`config.mk`:
```
export PLATFORM = sky130hd
export DESIGN_NAME = mc_ctrl_flat
export DESIGN_NICKNAME = d
export VERILOG_FILES = /design/src/rtl/mc_ctrl_pkg.sv /design/src/rtl/mc_ctrl_if.sv /design/src/rtl/mc_decode.sv /design/src/rtl/mc_ctrl.sv /design/src/flat_wrapper.sv
export SDC_FILE = /design/constraint.sdc
export NUM_CORES = 1
export LEC_CHECK = 0
export ABC_AREA = 0
export ABC_CLOCK_PERIOD_IN_PS = 2000
export BUFFER_PORTS_ARGS = -buffer_cell sky130_fd_sc_hd__buf_2
export CAP_MARGIN = 20
export CORE_MARGIN = 2
export CORE_UTILIZATION = 25
export DETAILED_ROUTE_END_ITERATION = 6
export GPL_TIMING_DRIVEN = 0
export SLEW_MARGIN = 15
export SYNTH_ARGS = -nofsm -noshare
export SYNTH_HDL_FRONTEND = slang
export SYNTH_SLANG_ARGS = --single-unit
```
`constraint.sdc`:
```
create_clock -name clk -period 2 [get_ports clk]
set_input_delay 0.4 -clock clk [delete_from_list [all_inputs] [get_ports clk]]
set_output_delay 0.4 -clock clk [all_outputs]
set_load 0.1 [all_outputs]
```
`src/rtl/mc_ctrl_pkg.sv`:
```
// Shared constants for the MIPS-Lite multi-cycle controller: opcodes, functs,
// state codes, decode class indices and datapath select encodings.
package mc_ctrl_pkg;

    localparam logic [5:0] OP_RTYPE = 6'b000000;
    localparam logic [5:0] OP_ORI   = 6'b001101;
    localparam logic [5:0] OP_LUI   = 6'b001111;
    localparam logic [5:0] OP_LW    = 6'b100011;
    localparam logic [5:0] OP_SW    = 6'b101011;
    localparam logic [5:0] OP_BEQ   = 6'b000100;
    localparam logic [5:0] OP_J     = 6'b000010;
    localparam logic [5:0] OP_JAL   = 6'b000011;

    localparam logic [5:0] FN_ADDU  = 6'b100001;
    localparam logic [5:0] FN_SUBU  = 6'b100011;
    localparam logic [5:0] FN_JR    = 6'b001000;

    typedef enum logic [2:0] {
        S_FETCH = 3'd0,
        S_DCD   = 3'd1,
        S_EXE   = 3'd2,
        S_MEM   = 3'd3,
        S_WB    = 3'd4
    } state_t;

    // one-hot decode class vector bit positions
    localparam int C_RTYPE = 0;
    localparam int C_JR    = 1;
    localparam int C_ORI   = 2;
    localparam int C_LUI   = 3;
    localparam int C_LW    = 4;
    localparam int C_SW    = 5;
    localparam int C_BEQ   = 6;
    localparam int C_J     = 7;
    localparam int C_JAL   = 8;
    localparam int C_ILL   = 9;
    localparam int NCLS    = 10;

    typedef logic [NCLS-1:0] cls_t;

    localparam logic [1:0] NPC_PC4  = 2'b00;
    localparam logic [1:0] NPC_BR   = 2'b01;
    localparam logic [1:0] NPC_J    = 2'b10;
    localparam logic [1:0] NPC_JR   = 2'b11;

    localparam logic [1:0] ALU_ADD  = 2'b00;
    localparam logic [1:0] ALU_SUB  = 2'b01;
    localparam logic [1:0] ALU_OR   = 2'b10;

    localparam logic [1:0] EXT_ZERO = 2'b00;
    localparam logic [1:0] EXT_SIGN = 2'b01;
    localparam logic [1:0] EXT_LUI  = 2'b10;

    localparam logic [1:0] RD_RT    = 2'b00;
    localparam logic [1:0] RD_RD    = 2'b01;
    localparam logic [1:0] RD_RA    = 2'b10;

    localparam logic [1:0] WD_ALU   = 2'b00;
    localparam logic [1:0] WD_DM    = 2'b01;
    localparam logic [1:0] WD_PC    = 2'b10;

endpackage

```
`src/rtl/mc_ctrl_if.sv`:
```
// Controller <-> datapath bundle: instruction fields and zero flag in,
// write strobes, mux selects, op codes and debug state out.
interface mc_ctrl_if;
    logic [5:0] op;
    logic [5:0] funct;
    logic       zero;
    logic       PCWr;
    logic       IRWr;
    logic       RFWr;
    logic       DMWr;
    logic [1:0] NPCOp;
    logic [1:0] RegDst;
    logic [1:0] WDSel;
    logic       ALUSrc;
    logic [1:0] ExtOp;
    logic [1:0] ALUOp;
    logic [2:0] state;

    modport master (
        input  op, funct, zero,
        output PCWr, IRWr, RFWr, DMWr, NPCOp, RegDst, WDSel,
               ALUSrc, ExtOp, ALUOp, state
    );

    modport slave (
        output op, funct, zero,
        input  PCWr, IRWr, RFWr, DMWr, NPCOp, RegDst, WDSel,
               ALUSrc, ExtOp, ALUOp, state
    );
endinterface

```
`src/rtl/mc_decode.sv`:
```
// Combinational instruction classifier: op/funct to a one-hot class vector.
// Exactly one bit is always set; unknown encodings fall into C_ILL.
module mc_decode
    import mc_ctrl_pkg::*;
(
    input  logic [5:0] op,
    input  logic [5:0] funct,
    output cls_t       cls
);

    always_comb begin
        cls = '0;
        case (op)
            OP_RTYPE: begin
                if (funct == FN_ADDU || funct == FN_SUBU) cls[C_RTYPE] = 1'b1;
                else if (funct == FN_JR)                  cls[C_JR]    = 1'b1;
                else                                      cls[C_ILL]   = 1'b1;
            end
            OP_ORI:  cls[C_ORI] = 1'b1;
            OP_LUI:  cls[C_LUI] = 1'b1;
            OP_LW:   cls[C_LW]  = 1'b1;
            OP_SW:   cls[C_SW]  = 1'b1;
            OP_BEQ:  cls[C_BEQ] = 1'b1;
            OP_J:    cls[C_J]   = 1'b1;
            OP_JAL:  cls[C_JAL] = 1'b1;
            default: cls[C_ILL] = 1'b1;
        endcase
    end

endmodule

```
`src/rtl/mc_ctrl.sv`:
```
// MIPS-Lite multi-cycle control unit: FETCH/DCD/EXE/MEM/WB sequencer with
// Moore outputs on state plus the decoded class of the instruction in IR.
//
// state | meaning
// FETCH | IR <= mem[PC], PC <= PC+4
// DCD   | read registers; jumps complete here
// EXE   | ALU operation; beq resolves here
// MEM   | data memory access (lw/sw)
// WB    | register file write
module mc_ctrl
    import mc_ctrl_pkg::*;
(
    input  logic      clk,
    input  logic      rst,
    mc_ctrl_if.master bus
);

    state_t state_q;
    cls_t   cls;

    logic       pcwr, irwr, rfwr, dmwr, alusrc;
    logic [1:0] npcop, regdst, wdsel, extop, aluop;

    mc_decode u_decode (
        .op    (bus.op),
        .funct (bus.funct),
        .cls   (cls)
    );

    always_ff @(posedge clk or posedge rst) begin
        if (rst) begin
            state_q <= S_FETCH;
        end else begin
            case (state_q)
                S_FETCH: state_q <= S_DCD;
                S_DCD: begin
                    if (cls[C_J] | cls[C_JAL] | cls[C_JR] | cls[C_ILL])
                        state_q <= S_FETCH;
                    else
                        state_q <= S_EXE;
                end
                S_EXE: begin
                    if (cls[C_BEQ])              state_q <= S_FETCH;
                    else if (cls[C_LW] | cls[C_SW]) state_q <= S_MEM;
                    else                         state_q <= S_WB;
                end
                S_MEM:   state_q <= cls[C_LW] ? S_WB : S_FETCH;
                S_WB:    state_q <= S_FETCH;
                default: state_q <= S_FETCH;
            endcase
        end
    end

    // Outputs cannot be pre-registered: DCD depends on the IR loaded at the
    // FETCH edge and beq's PCWr follows the ALU zero flag in the same cycle.
    always_comb begin
        pcwr   = 1'b0;
        irwr   = 1'b0;
        rfwr   = 1'b0;
        dmwr   = 1'b0;
        npcop  = NPC_PC4;
        regdst = RD_RT;
        wdsel  = WD_ALU;
        alusrc = 1'b0;
        extop  = EXT_ZERO;
        aluop  = ALU_ADD;
        if (!rst) begin
            // ALU operand/op selects stay valid from EXE until the write completes
            if (state_q == S_EXE || state_q == S_MEM || state_q == S_WB) begin
                if (cls[C_RTYPE]) begin
                    aluop = (bus.funct == FN_SUBU) ? ALU_SUB : ALU_ADD;
                end else if (cls[C_ORI]) begin
                    alusrc = 1'b1;
                    extop  = EXT_ZERO;
                    aluop  = ALU_OR;
                end else if (cls[C_LUI]) begin
                    alusrc = 1'b1;
                    extop  = EXT_LUI;
                    aluop  = ALU_OR;
                end else if (cls[C_LW] | cls[C_SW]) begin
                    alusrc = 1'b1;
                    extop  = EXT_SIGN;
                    aluop  = ALU_ADD;
                end else if (cls[C_BEQ]) begin
                    aluop  = ALU_SUB;
                end
            end
            case (state_q)
                S_FETCH: begin
                    pcwr  = 1'b1;
                    irwr  = 1'b1;
                    npcop = NPC_PC4;
                end
                S_DCD: begin
                    if (cls[C_J]) begin
                        pcwr  = 1'b1;
                        npcop = NPC_J;
                    end else if (cls[C_JAL]) begin
                        pcwr   = 1'b1;
                        npcop  = NPC_J;
                        rfwr   = 1'b1;
                        regdst = RD_RA;
                        wdsel  = WD_PC;
                    end else if (cls[C_JR]) begin
                        pcwr  = 1'b1;
                        npcop = NPC_JR;
                    end
                end
                S_EXE: begin
                    if (cls[C_BEQ]) begin
                        npcop = NPC_BR;
                        pcwr  = bus.zero;
                    end
                end
                S_MEM: dmwr = cls[C_SW];
                S_WB: begin
                    if (cls[C_RTYPE]) begin
                        rfwr   = 1'b1;
                        regdst = RD_RD;
                        wdsel  = WD_ALU;
                    end else if (cls[C_ORI] | cls[C_LUI]) begin
                        rfwr   = 1'b1;
                        regdst = RD_RT;
                        wdsel  = WD_ALU;
                    end else if (cls[C_LW]) begin
                        rfwr   = 1'b1;
                        regdst = RD_RT;
                        wdsel  = WD_DM;
                    end
                end
                default: ;
            endcase
        end
    end

    assign bus.PCWr   = pcwr;
    assign bus.IRWr   = irwr;
    assign bus.RFWr   = rfwr;
    assign bus.DMWr   = dmwr;
    assign bus.NPCOp  = npcop;
    assign bus.RegDst = regdst;
    assign bus.WDSel  = wdsel;
    assign bus.ALUSrc = alusrc;
    assign bus.ExtOp  = extop;
    assign bus.ALUOp  = aluop;
    assign bus.state  = state_q;

endmodule

```
`src/flat_wrapper.sv`:
```
// flat-port wrapper written by rule: the top's interface ports become plain ports
module mc_ctrl_flat import mc_ctrl_pkg::*;
  (clk, rst, bus_op, bus_funct, bus_zero, bus_PCWr, bus_IRWr, bus_RFWr, bus_DMWr, bus_NPCOp, bus_RegDst, bus_WDSel, bus_ALUSrc, bus_ExtOp, bus_ALUOp, bus_state);
  mc_ctrl_if bus_i ();
  input  logic clk;
  input  logic rst;
  input wire logic [$bits(bus_i.op)-1:0] bus_op;
  input wire logic [$bits(bus_i.funct)-1:0] bus_funct;
  input wire logic [$bits(bus_i.zero)-1:0] bus_zero;
  output wire logic [$bits(bus_i.PCWr)-1:0] bus_PCWr;
  output wire logic [$bits(bus_i.IRWr)-1:0] bus_IRWr;
  output wire logic [$bits(bus_i.RFWr)-1:0] bus_RFWr;
  output wire logic [$bits(bus_i.DMWr)-1:0] bus_DMWr;
  output wire logic [$bits(bus_i.NPCOp)-1:0] bus_NPCOp;
  output wire logic [$bits(bus_i.RegDst)-1:0] bus_RegDst;
  output wire logic [$bits(bus_i.WDSel)-1:0] bus_WDSel;
  output wire logic [$bits(bus_i.ALUSrc)-1:0] bus_ALUSrc;
  output wire logic [$bits(bus_i.ExtOp)-1:0] bus_ExtOp;
  output wire logic [$bits(bus_i.ALUOp)-1:0] bus_ALUOp;
  output wire logic [$bits(bus_i.state)-1:0] bus_state;
  assign bus_i.op = bus_op;
  assign bus_i.funct = bus_funct;
  assign bus_i.zero = bus_zero;
  assign bus_PCWr = bus_i.PCWr;
  assign bus_IRWr = bus_i.IRWr;
  assign bus_RFWr = bus_i.RFWr;
  assign bus_DMWr = bus_i.DMWr;
  assign bus_NPCOp = bus_i.NPCOp;
  assign bus_RegDst = bus_i.RegDst;
  assign bus_WDSel = bus_i.WDSel;
  assign bus_ALUSrc = bus_i.ALUSrc;
  assign bus_ExtOp = bus_i.ExtOp;
  assign bus_ALUOp = bus_i.ALUOp;
  assign bus_state = bus_i.state;
  mc_ctrl u_core (.clk(clk), .rst(rst), .bus(bus_i));
endmodule
```
Word-level counts from Yosys, hierarchy flattened
Index checks and enable logic that the tools add are counted.
Operators by class
  bitwise logic cells: 5
  eq/ne operators: 14
  muxes and demuxes: 71
  reduce and logical (&&, ||, !) cells: 6
Operator list (number)
  $mux 2: 23
  $mux 1: 38
  $eq 6x6->1 const B: 4
  $eq 6x4->1 const B: 3
  $eq 6x2->1 const B: 2
  $pmux 2 s2: 3
  $pmux 3 s4: 1
  $mux 3: 3
  $reduce_or 7->1: 1
  $eq 3x2->1 const B: 2
  $eq 6x3->1 const B: 1
  $logic_not 6->1: 1
  $or 1x1->1: 5
  $pmux 1 s2: 2
  $eq 3x1->1 const B: 1
  $eq 3x3->1 const B: 1
  $logic_not 3->1: 1
  $logic_or 1x1->1: 3
  $pmux 1 s3: 1
Word-level totals
  output and inout bits: 18
  input port bits: 15
  register bits: 3

Logic depth before layout (Yosys ltp)
  word-level depth: 9
  gate-level depth with buffers: 5

Cells and area by module
From an unflattened synthesis, not the netlist that was laid out.
Unflattened totals
  cells, all modules: 78
  area, all modules: 545.5 um^2
By module, submodules not included
  mc_ctrl: times used 1, cells each 50, sequential area each 75.1 um^2, area each 377.9 um^2
  mc_decode: times used 1, cells each 28, sequential area each 0.0 um^2, area each 167.7 um^2

Worst setup path before layout
Ideal clock, no wire load.
  kind: reg-to-output
  from: reg u_core.state_q[2], in the netlist u_core.bus.state[2]
  to: out bus_RegDst[0]
  slack: -2.775 ns
  path buffers: 0
  cell stages (with the launch flop): 3
  data required time: 1.600 ns
  data arrival time: 4.375 ns
  cell sequence: dfrtp_1 > or3b_2 > nor4_1
On the way
  longest elaborated chain between the ends: 3
Ends and longest elaborated chain
  start, declared: RTL line mc_ctrl.sv:18  | state_t state_q;
  start signal, assigned: RTL line mc_ctrl.sv:47  | S_MEM: state_q <= cls[C_LW] ? S_WB : S_FETCH;
  $eq 3x3->1 / $eq 3x1->1 (equally long branches): RTL line mc_ctrl.sv:88  | case (state_q)
  $pmux 2 s2 (*): RTL line mc_ctrl.sv:88
  $mux 2 (*): RTL line mc_ctrl.sv:67  | if (!rst) begin
  end, declared: RTL line flat_wrapper.sv:15  | output wire logic [$bits(bus_i.RegDst)-1:0] bus_RegDst;
Every way passes the cells marked *; elsewhere a longest branch is shown, timed or not.

Worst setup path in the final report
  from: in bus_op[3]
  to: out bus_PCWr
On the way
  longest elaborated chain between the ends: 7
Ends and longest elaborated chain
  start, declared: RTL line flat_wrapper.sv:7  | input wire logic [$bits(bus_i.op)-1:0] bus_op;
  $logic_not 6->1: RTL line mc_decode.sv:13  | case (op)
  $mux 2: RTL line mc_decode.sv:13
  $mux 1: RTL line mc_ctrl.sv:104  | end else if (cls[C_JR]) begin
  $mux 1: RTL line mc_ctrl.sv:98  | end else if (cls[C_JAL]) begin
  $mux 1: RTL line mc_ctrl.sv:95  | if (cls[C_J]) begin
  $pmux 1 s3 (*): RTL line mc_ctrl.sv:88
  $mux 1 (*): RTL line mc_ctrl.sv:67
  end, declared: RTL line flat_wrapper.sv:10  | output wire logic [$bits(bus_i.PCWr)-1:0] bus_PCWr;
Marked as above.

==> flow_summary.yaml <==
placed_design:
  port_buffers: 31
  dp_hpwl_mm: 1.29
  gp_congestion: 0.765
clock_network:
  cts_tree: "built"
  h-tree-depth: 1
  numCtsBuffers: 3
  clk_latency_ps: 240
  hold_buffers: 0
  cts.sinks: 3
  clk_pin_slew_ps: 40
  cts_buffer_depth: 2
  cts_root_buf: "clkbuf_4"
global_routing:
  antenna_found_initial: 0
  grt.overflow.total: 0
  track_usage_pct: 21.3
  grt_max_degree: 11
  grt_pass1_vias: 754
  grt_pass1_wl_mm: 3.34
sta:
  maxSlewViolCount: 0
  hold_viol: 0
  fin_crit_sh_pct: 119
  fin_worst_skew_ps: 5.36
  fmax_mhz: 420
  setup_viol: 14
  finalSetupTns_ps: -3160
  slew_headroom_pct: 67.9
  period_needed_ps: 2380
  setup_ws_ps: -381
  rsz0062_at_grt: "yes"
  worst_pin_slew_ps: 485
yosys:
  yosysTopAreaCellShare_pct: 15.8
  synth-seq-cells: 3
  yosys-top-cells-count: "9 x nor2_1, 5 x nand2_1, 4 x inv_1, 4 x nand4b_1"
  yosysUniqueCellTypes: 33
  synthCells: 66
  yosysTopAreaCell: "dfrtp_1"
  synth_area_sq_um: 475
  async_reset_ff_share_pct: 100
  synth_edf_count: 0
  synth.avg_cell_area_sq_um: 7.20
  syn_nets: 81
  ys_top_cells_by_area: "dfrtp_1 16%, nand4b_1 7.4%, nor2_1 7.1%"
  yosysSeqAreaShare_pct: 15.8
  yosys_most_used_dff: "dfrtp_1"
  yosysMostFrequentCell: "nor2_1"
  yosysWarningCount: 0
routing:
  drc: 0
  routed_wl_mm: 2.13
  postRouteAntennaNets: 0
  drtPass1Iterations: 4
  highest_layer: "met4"
  viasPerCell: 5.20
  dr_wl_met3_um: 103
  wl_met1_um: 826
  dr_wl_met2_mm: 1.18
  drtIter0Drc: 15
  vias: 739
  wire_per_inst_um: 15.0
layout:
  fin_util_pct: 73.7
  synthToLayoutAreaGrowth_pct: 173
  diodes: 0
  layout-drive-gt1-share_pct: 73.5
  largest_reg_flops: 3
  layout.nets: 133
floorplan:
  io_pins: 33
  dieArea_sq_um: 2270
  die_w_um: 47.6
  rows: 15
  initial_utilization_pct: 27.0
  fp.dieH_um: 47.6
  core_area_sq_um: 1760
critical_path:
  r2r_cells: 5
  crit_chain: "buf_8 -> or4b_4 -> or2_4 -> a32o_2 -> nor3_4 -> buf_12"
  crit_fanout: 3
  cp_data_arrival_time_ps: 1980
  slowest_stage: "or4b_4"
  endpoint_kind: "primary output"
  critPathMaxStageDelay_ps: 530
  crit_type: "in2out"
  cp-start-kind: "primary input"
  cp.required_ps: 1600
job:
  drv_cap: 0
min_path:
  hold_class: "in2async"
power:
  peakVddDrop_mv: 0.480
  leakagePower_nw: 0.513
  pwr_density_cell_nw_per_um2: 571
status:
  status: "finished with violations"
  violations: "negative setup slack"
-- cell type report --
class                   count  area [sq um]
repair buffers             48           547
fillers                   133           464
multi-input cells          55           566
well taps                  25          31.3
flip-flops and latches      3          83.8
clock buffers               4          26.3
plain buffers               3          31.3
inverters                   4          15.0
-- where the power goes --
group / total (mW) / internal (mW) / switching (mW)
Combinational: 0.537 / 0.179 / 0.358
Clock: 0.110 / 0.0750 / 0.0348
Sequential: 0.0958 / 0.0817 / 0.0140
Total: 0.743 / 0.336 / 0.407
-- cell families (layout without fill, tap and decap cells) --
kind of cell | after synthesis | after routing | share of synthesized area [%]
DFF | 3 | 3 | 15.8
and+or+nand+nor | 40 | 40 | 55.3
buffers and inverters | 8 | 59 | 7.10
AOI/OAI and AO/OA | 15 | 15 | 21.8
-- worst paths after layout --
path	from	to	slack [ps]
hold reg to reg	u_core.bus.state[1]$_DFF_PP0_	u_core.bus.state[0]$_DFF_PP0_	690
setup / recovery	bus_op[3]	bus_PCWr	-380
hold / removal	rst	u_core.bus.state[0]$_DFF_PP0_	320
setup reg to reg	u_core.bus.state[1]$_DFF_PP0_	u_core.bus.state[1]$_DFF_PP0_	800
min in group clk	bus_op[4]	u_core.bus.state[1]$_DFF_PP0_	460
max in group asynchronous	rst	u_core.bus.state[2]$_DFF_PP0_	1510
-- what timing repair did --
action	in CTS	in global routing
gates resized for setup	70	11
setup endpoints to repair	14	14
buffers inserted	12	5
pin swaps	9	8
cloned	0	0
-- layout by cell type, fill, tap and decap left out, types with 2 or more instances in the layout --
cell	synthesis	routed
o211ai_1	2	2
buf_12	0	13
inv_1	4	4
nor2_1	9	5
buf_2	0	10
dfrtp_4	0	2
buf_8	0	4
nand2_1	5	3
or2_4	1	2
buf_4	1	15
clkbuf_4	0	3
nand4b_1	4	4
nor3_4	0	3
nor4_4	0	4
a21oi_4	0	3
nor2_4	0	4
a31oi_1	3	3
buf_6	0	8
or4b_4	1	2
-- critical path, delay by kind of cell --
| family | cells | cell delay (ps) |
|---|---|---|
| AO/OA/AOI/OAI | 1 | 290 |
| buffers and inverters | 2 | 300 |
| AND/OR/NAND/NOR | 3 | 980 |
-- routing by layer --
metal,track usage (%),up-vias
li1,-,358
met1,25.2,351
met2,38.1,26
met3,3.02,4
met4,9.19,0
met5,0,-
-- per-stage QoR --
| stage | hold WS (ps) | instance area, sq um | power [mW] | cells | setup slack, ps |
|---|---|---|---|---|---|
| floorplan | 492 | 666 | 0.470 | 66 | -756 |
| detailed placement | 549 | 852 | 0.542 | 122 | -610 |
| global route | 343 | 1300 | 0.786 | 142 | -418 |
| global placement | 543 | 852 | 0.537 | 122 | -607 |
| CTS | 297 | 1220 | 0.720 | 137 | -342 |
| finish | 315 | 1300 | 0.743 | 142 | -381 |
Power figures use the tool's default switching activity.
